### config.mk
export PLATFORM = sky130hd
export DESIGN_NAME = pipeline_hazard_ctrl
export DESIGN_NICKNAME = d
export VERILOG_FILES = /design/src/rtl/pipeline_hazard_ctrl_pkg.sv /design/src/rtl/pipeline_hazard_ctrl_hazard_match.sv /design/src/rtl/pipeline_hazard_ctrl.sv
export SDC_FILE = /design/constraint.sdc
export NUM_CORES = 1
export LEC_CHECK = 0
export BUFFER_PORTS_ARGS = -buffer_cell sky130_fd_sc_hd__clkbuf_2
export CORE_UTILIZATION = 40
export CTS_CLUSTER_DIAMETER = 120
export CTS_CLUSTER_SIZE = 10
export DETAILED_ROUTE_END_ITERATION = 6
export PLACE_DENSITY = 0.78
export SYNTH_ARGS = -nofsm -noshare
export SYNTH_HDL_FRONTEND = slang
export SYNTH_SLANG_ARGS = --single-unit
export TNS_END_PERCENT = 30
### constraint.sdc
create_clock -name clk -period 7.3 [get_ports clk]
set_input_delay 1.825 -clock clk [delete_from_list [all_inputs] [get_ports clk]]
set_output_delay 1.825 -clock clk [all_outputs]
set_load 0.005 [all_outputs]
### src/rtl/pipeline_hazard_ctrl_pkg.sv
// Shared encodings for the hazard / pipeline-control unit.
package pipeline_hazard_ctrl_pkg;

    typedef enum logic [1:0] {
        FWD_REG = 2'b00,   // operand from register file
        FWD_MEM = 2'b01,   // MEM-stage ALU result
        FWD_WB  = 2'b10    // WB-stage write data
    } fwd_sel_e;

    localparam int GPR_ZERO = 0;

endpackage

### src/rtl/pipeline_hazard_ctrl_hazard_match.sv
// Per-operand dependency comparator against the EXE and MEM producers.
module hazard_match
    import pipeline_hazard_ctrl_pkg::*;
#(
    parameter int REG_ADDR_W = 5
) (
    input  logic                  i_src_used,
    input  logic [REG_ADDR_W-1:0] i_src_addr,
    input  logic                  i_exe_wb_wen,
    input  logic [REG_ADDR_W-1:0] i_exe_wb_addr,
    input  logic                  i_exe_mem_ren,
    input  logic                  i_mem_wb_wen,
    input  logic [REG_ADDR_W-1:0] i_mem_wb_addr,
    output logic                  o_match_exe,
    output logic                  o_match_mem,
    output logic                  o_is_load
);

    logic w_live;

    // $0 is hard-wired, so it never creates a dependency.
    assign w_live      = i_src_used && (i_src_addr != REG_ADDR_W'(GPR_ZERO));
    assign o_match_exe = w_live && i_exe_wb_wen && (i_exe_wb_addr == i_src_addr);
    assign o_match_mem = w_live && i_mem_wb_wen && (i_mem_wb_addr == i_src_addr);
    assign o_is_load   = o_match_exe && i_exe_mem_ren;

endmodule

### src/rtl/pipeline_hazard_ctrl.sv
// Hazard detection, stage enable/clear generation, branch flush counter and
// EXE forwarding selects. Define FORWARDING_EN for bypassing; otherwise full interlock.
module pipeline_hazard_ctrl
    import pipeline_hazard_ctrl_pkg::*;
#(
    parameter int REG_ADDR_W = 5,
    parameter int BR_FLUSH   = 3,
    parameter int CNT_W      = 3
) (
    input  logic                  clk,
    input  logic                  rst,
    input  logic                  id_valid,
    input  logic                  id_rs_used,
    input  logic                  id_rt_used,
    input  logic [REG_ADDR_W-1:0] id_rs_addr,
    input  logic [REG_ADDR_W-1:0] id_rt_addr,
    input  logic                  id_is_branch,
    input  logic                  exe_wb_wen,
    input  logic [REG_ADDR_W-1:0] exe_wb_addr,
    input  logic                  exe_mem_ren,
    input  logic                  mem_wb_wen,
    input  logic [REG_ADDR_W-1:0] mem_wb_addr,
    input  logic                  mem_busy,
    output logic [1:0]            fwd_a_sel,
    output logic [1:0]            fwd_b_sel,
    output logic                  if_en,
    output logic                  id_en,
    output logic                  exe_en,
    output logic                  mem_en,
    output logic                  wb_en,
    output logic                  if_rst,
    output logic                  id_rst,
    output logic                  exe_rst,
    output logic                  mem_rst,
    output logic                  wb_rst,
    output logic                  stall_load
);

    localparam logic [CNT_W-1:0] CNT_LOAD = CNT_W'(BR_FLUSH - 1);

    logic             w_rs_exe, w_rs_mem, w_rs_ld;
    logic             w_rt_exe, w_rt_mem, w_rt_ld;
    logic             w_hazard, w_br_new, w_cnt_load;
    logic [CNT_W-1:0] r_cnt;

    hazard_match #(.REG_ADDR_W(REG_ADDR_W)) u_match_rs (
        .i_src_used   (id_rs_used),
        .i_src_addr   (id_rs_addr),
        .i_exe_wb_wen (exe_wb_wen),
        .i_exe_wb_addr(exe_wb_addr),
        .i_exe_mem_ren(exe_mem_ren),
        .i_mem_wb_wen (mem_wb_wen),
        .i_mem_wb_addr(mem_wb_addr),
        .o_match_exe  (w_rs_exe),
        .o_match_mem  (w_rs_mem),
        .o_is_load    (w_rs_ld)
    );

    hazard_match #(.REG_ADDR_W(REG_ADDR_W)) u_match_rt (
        .i_src_used   (id_rt_used),
        .i_src_addr   (id_rt_addr),
        .i_exe_wb_wen (exe_wb_wen),
        .i_exe_wb_addr(exe_wb_addr),
        .i_exe_mem_ren(exe_mem_ren),
        .i_mem_wb_wen (mem_wb_wen),
        .i_mem_wb_addr(mem_wb_addr),
        .o_match_exe  (w_rt_exe),
        .o_match_mem  (w_rt_mem),
        .o_is_load    (w_rt_ld)
    );

`ifdef FORWARDING_EN
    assign w_hazard = w_rs_ld || w_rt_ld;
`else
    // is_load is a subset of match_exe; OR-ing it in keeps the expression identical.
    assign w_hazard = w_rs_ld || w_rt_ld || w_rs_exe || w_rs_mem || w_rt_exe || w_rt_mem;
`endif

    // A branch is only recognised when no flush is already running.
    assign w_br_new   = id_valid && id_is_branch && (r_cnt == '0);
    assign w_cnt_load = !mem_busy && !w_hazard && w_br_new;

    always_comb begin
        if_en      = 1'b1;
        id_en      = 1'b1;
        exe_en     = 1'b1;
        mem_en     = 1'b1;
        wb_en      = 1'b1;
        if_rst     = 1'b0;
        id_rst     = 1'b0;
        exe_rst    = 1'b0;
        mem_rst    = 1'b0;
        wb_rst     = 1'b0;
        stall_load = 1'b0;
        if (rst) begin
            {if_rst, id_rst, exe_rst, mem_rst, wb_rst} = 5'b11111;
        end else if (mem_busy) begin
            {if_en, id_en, exe_en, mem_en, wb_en} = 5'b00000;
        end else if (w_hazard) begin
            if_en      = 1'b0;
            id_en      = 1'b0;
            exe_rst    = 1'b1;
            stall_load = 1'b1;
        end else if (w_br_new || (r_cnt != '0)) begin
            id_rst = 1'b1;
        end
    end

    always_ff @(posedge clk) begin
        if (rst) begin
            r_cnt <= '0;
        end else if (!mem_busy) begin
            if (w_cnt_load)
                r_cnt <= CNT_LOAD;
            else if (r_cnt != '0)
                r_cnt <= r_cnt - CNT_W'(1);
        end
    end

`ifdef FORWARDING_EN
    logic [1:0] w_fwd_a, w_fwd_b, r_fwd_a, r_fwd_b;

    // EXE producer will be in MEM when this instruction reaches EXE.
    assign w_fwd_a = w_rs_exe ? FWD_MEM : (w_rs_mem ? FWD_WB : FWD_REG);
    assign w_fwd_b = w_rt_exe ? FWD_MEM : (w_rt_mem ? FWD_WB : FWD_REG);

    always_ff @(posedge clk) begin
        if (exe_rst) begin
            r_fwd_a <= FWD_REG;
            r_fwd_b <= FWD_REG;
        end else if (exe_en) begin
            r_fwd_a <= w_fwd_a;
            r_fwd_b <= w_fwd_b;
        end
    end

    assign fwd_a_sel = r_fwd_a;
    assign fwd_b_sel = r_fwd_b;
`else
    assign fwd_a_sel = FWD_REG;
    assign fwd_b_sel = FWD_REG;
`endif

endmodule

Word level (Yosys, flattened, before mapping)
Index checks and enable logic that the tools add are counted.

word-level totals
  bits of input ports = 30
  output and inout port bits = 15
  logic and storage cells = 53
  register bits = 3

operators by class
  equal/unequal tests = 4
  muxes and demuxes = 16
  reductions and logical operators = 30
  bitwise logic cells = 1
  add/sub/neg operators = 1

operators with widths
  cell                 number
  $eq 5x5->1           4
  $logic_and 1x1->1    16
  $mux 1               14
  $reduce_bool 5->1    2
  $logic_or 1x1->1     6
  $mux 3               2
  $logic_not 3->1      1
  $reduce_bool 3->1    1
  $sub 3x1->3 const B  1
  $logic_not 1->1      2
  $reduce_and 2->1     1
  $reduce_bool 2->1    1
  $not 1->1            1

Longest topological paths before layout
  depth after elaboration = 15
  mapped depth = 7
  gate-level depth less buffers = 6

Modules after synthesis
Synthesis repeated with hierarchy kept, for this count alone.

unflattened totals
  cell total of the unflattened synthesis = 94
  area total of the unflattened synthesis = 668.1 sq um

by module, submodules not included
  module                seq. area each (sq um)  times used  area each (sq um)  cells each
  pipeline_hazard_ctrl  60.1                    1           355.3              52
  hazard_match          0.0                     2           156.4              21

Worst setup path before layout
No wires, ideal clock.

  path kind = input to output
  from = input port id_rt_addr[4]
  to = output port if_en
  path buffers = 1
  slack = 2.390 ns
  arrival = 3.085 ns
  required time = 5.475 ns
  stages = 6
  cells stage by stage = or4_1 o21a_1 a32oi_4 nand2b_1 nand2b_1 buf_4

on the way
  word-level cells in the longest chain between the ends = 13
  elaborated cells between the ends (all ways) = 17
  those cells by class = 2 x eq/ne; 3 x mux; 12 x reduce/logical

RTL lines
  element                         RTL line                                 RTL
  start: declaration              pipeline_hazard_ctrl.sv:16               input logic [REG_ADDR_W-1:0] id_rt_addr,
  $reduce_bool 5->1               pipeline_hazard_ctrl_hazard_match.sv:22  assign w_live = i_src_used && (i_src_addr != REG_ADDR_W'(GPR_ZERO));
  $logic_and 1x1->1               pipeline_hazard_ctrl_hazard_match.sv:22
  $logic_and 1x1->1 (2 in a row)  pipeline_hazard_ctrl_hazard_match.sv:23  assign o_match_exe = w_live && i_exe_wb_wen && (i_exe_wb_addr == i_src_addr);
  $logic_and 1x1->1               pipeline_hazard_ctrl_hazard_match.sv:25  assign o_is_load = o_match_exe && i_exe_mem_ren;
  $logic_or 1x1->1 (4 in a row)   pipeline_hazard_ctrl.sv:76               assign w_hazard = w_rs_ld || w_rt_ld || w_rs_exe || w_rs_mem || w_rt_exe || w_rt_mem;
  $logic_or 1x1->1 *              pipeline_hazard_ctrl.sv:76
  $mux 1 * (3 in a row)           -
  end: declaration                pipeline_hazard_ctrl.sv:26               output logic if_en,

Every way passes the cells marked *; elsewhere a longest branch is shown, timed or not.

Worst setup path in the final report
  from = input port id_rt_addr[4]
  to = output port id_rst

on the way
  word-level cells in the longest chain between the ends = 13
  elaborated cells between the ends (all ways) = 17
  those cells by class = 2 x eq/ne; 3 x mux; 12 x reduce/logical

RTL lines
  element                         RTL line                                 RTL
  $reduce_bool 5->1               pipeline_hazard_ctrl_hazard_match.sv:22
  $logic_and 1x1->1               pipeline_hazard_ctrl_hazard_match.sv:22
  $logic_and 1x1->1 (2 in a row)  pipeline_hazard_ctrl_hazard_match.sv:23
  $logic_and 1x1->1               pipeline_hazard_ctrl_hazard_match.sv:25
  $logic_or 1x1->1 (4 in a row)   pipeline_hazard_ctrl.sv:76
  $logic_or 1x1->1 *              pipeline_hazard_ctrl.sv:76
  $mux 1 *                        pipeline_hazard_ctrl.sv:99               end else if (w_hazard) begin
  $mux 1 *                        pipeline_hazard_ctrl.sv:97               end else if (mem_busy) begin
  $mux 1 *                        pipeline_hazard_ctrl.sv:95               if (rst) begin
  end: declaration                pipeline_hazard_ctrl.sv:32               output logic id_rst,

Marked as above.

==> results.json <==
{
  "clock-skew-final_ns": 0.00237,
  "postSynthRegisterBits": 3,
  "endpoint_kind": "output port",
  "clock.fmax_mhz": 194,
  "floorplan.rows": 13,
  "min_to": "r_cnt[0]$_SDFFE_PP0P_",
  "hold_path.startpoint": "r_cnt[0]$_SDFFE_PP0P_",
  "rsz0062_at_grt": "false",
  "antenna_cells_inserted": 0,
  "startpoint_type": "input pin",
  "tot_pwr_w": 0.000113,
  "synth.yosys.seq_area_share": 0.102,
  "critical_path_start_end_classification": "input pin to output port",
  "worst-path-max-fanout": 7,
  "die_area_um2": 1630,
  "design.final.nets": 144,
  "drt-vias-per-instance": 4.92,
  "drv.max_cap_violation_count": 0,
  "power.clock.fraction": 0.259,
  "post-route-min-period_ns": 5.15,
  "final_min_period_over_clock_period": 0.706,
  "hpwl_um": 1140,
  "power_report.internal_total_w": 0.0000726,
  "detailroute.via_count": 620,
  "cts_num_sinks": 3,
  "min-delay-path-class": "flop to flop",
  "totalWireLength_um": 1330,
  "power_per_cell_area_nw_per_um2": 148,
  "vdd.ir_drop.worst_uv": 109,
  "numCtsBuffers": 3,
  "worst_hold_path_stage_count": 3,
  "top_area_cell_type_share_of_the_netlist_area": 0.298,
  "run_status": "finished, final reports clean",
  "share_seq_of_total_power": 0.196,
  "synth.largest_area_cell": "xnor2_1",
  "cp_data_arrival_time_ns": 3.33,
  "reg2reg_depth": 6,
  "iter_0_drt_violations": 4,
  "die_x_um": 40.3,
  "post_cts.resized_instances": 0,
  "grt_pass1_vias": 512,
  "timing.setup.tns_ns": 0,
  "path_clk_slew_ns": 0.04,
  "cts.path.max_buffers": 2,
  "largest_reg_by_ff_count": "r_cnt",
  "gpl.final_weighted_congestion": 0.653,
  "ff2ff_setup_slack_ns": 5.88,
  "setup_violations": 0,
  "postSynthAreaPerCell_um2": 7.84,
  "post-route-drc-count": 0,
  "critPathLaunch": "id_rt_addr[4]",
  "antenna_violating_nets_post_route": 0,
  "largest_register_ffs": 3,
  "netSwitchingPower_w": 0.0000403,
  "drive_above_1_share": 0.432,
  "synth_area_um2": 588,
  "syn_inst": 75,
  "grt_antenna_before_repair": 0,
  "cts_setup_buffers": 0,
  "core-area_um2": 1330,
  "synth.yosys.warnings": 0,
  "power.switching_fraction": 0.357,
  "cts_tree": "yes",
  "grt_usage": 0.171,
  "global_route_wire_length_before_repair_um": 1790,
  "start_util": 0.441,
  "dieHeight_um": 40.3,
  "top_regs": "r_cnt (3)",
  "netlist_top_cells_area": "xnor2_1, buf_4, dfxtp_1",
  "number_of_different_library_cells_in_the_post_synthesis_netlist": 23,
  "num_io_pins": 45,
  "cts_max_level": 1,
  "capture_instance_of_the_worst_register_to_register_path": "r_cnt[1]$_SDFFE_PP0P_",
  "regToRegStartpoint": "r_cnt[0]$_SDFFE_PP0P_",
  "layout.cells.most_common_list": "clkbuf_2, xnor2_1, nand2_1",
  "worst_ep_required_time_ns": 5.48,
  "clk_root_buffer_cell": "clkbuf_4",
  "post_drt_wl_per_cell_um": 10.6,
  "drt_first_pass_iters": 4,
  "holdBufCountCts": 0,
  "power_frac_comb": 0.545,
  "leakage_nw": 0.340,
  "hold_violations": 0,
  "maxSlewViolCount": 0,
  "clkLatencyLatePin_ns": 0.23,
  "syn2layout_area_growth_pct": 30.0,
  "global_route.overflow_total": 0,
  "largest_net_degree_at_the_start_of_global_routing": 12,
  "io_buffer_count": 39,
  "most_frequent_standard_cell_in_the_layout_excluding_fill_and_tap_cells": "clkbuf_2"
}
[routing by layer]
layer / share of wire / wire [µm] / up-vias / global-route usage
li1: - / - / 316 / -
met1: 0.42 / 556 / 268 / 0.149
met2: 0.49 / 649 / 34 / 0.345
met3: 0.087 / 116 / 2 / 0.0167
met4: 0.0075 / 10 / 0 / 0.125
met5: 0 / 0 / - / 0
[how the worst max path moves through the flow]
stage          cells past startpoint      to  slack, ns
2_1_floorplan                      6   if_en       2.39
3_5_place_dp                       7  id_rst       2.15
4_1_cts                            7  id_rst       2.14
5_1_grt                            7  id_rst       2.05
3_3_place_gp                       7  id_rst       2.14
6_report                           7  id_rst       2.15
[cell type report]
cell class | count | area [µm²]
fillers | 125 | 569
multi-input cells | 62 | 453
repair buffers | 39 | 195
flip-flops and latches | 3 | 60.1
clock buffers | 4 | 26.3
well taps | 15 | 18.8
inverters | 3 | 11.3
[cells in the mapped netlist]
cell type / count
nor3_1: 2
ha_1: 2
or4_1: 1
and2_1: 1
nor2_1: 4
o21bai_1: 2
a221oi_2: 1
o21a_1: 1
a21o_2: 1
nand4_1: 4
nand2_2: 1
a32oi_4: 1
xnor2_1: 20
buf_4: 10
inv_1: 3
o22ai_1: 2
or3_1: 1
nand2_1: 7
nand2b_1: 3
a211o_2: 2
a21oi_1: 2
dfxtp_1: 3
conb_1: 1
[worst max-delay path, cell delays in order]
cell,delay (ns)
clkbuf_2,0.11
or4_1,0.51
o21a_1,0.21
a32oi_4,0.27
nand2b_1,0.12
o21bai_1,0.15
clkbuf_2,0.13
[cell families after synthesis]
group | synth area share
xor+xnor | 0.298
fa+ha+maj | 0.0425
compound gates | 0.198
other cells | 0.00638
buf+inv | 0.147
simple gates | 0.206
flops | 0.102
[metrics by stage]
stage	util	cell area (µm²)	hold slack [ns]	instances	setup slack [ns]
floorplan	-	599	0.474	78	2.39
global placement	0.553	738	0.496	122	2.14
detailed placement	0.553	738	0.502	122	2.15
CTS	0.573	764	0.510	126	2.14
global route	0.573	764	0.562	126	2.05
finish	0.573	764	0.511	126	2.15
[power by group through the flow]
stage	sequential, W	clock [W]	combinational [W]
global route	0.0000225	0.0000306	0.0000705
global placement	0.0000223	0	0.0000595
finish	0.0000221	0.0000292	0.0000615
floorplan	0.0000222	0	0.0000436
detailed placement	0.0000225	0	0.0000612
CTS	0.0000222	0.0000308	0.0000617
No activity file was read; power rests on OpenSTA's default activity.
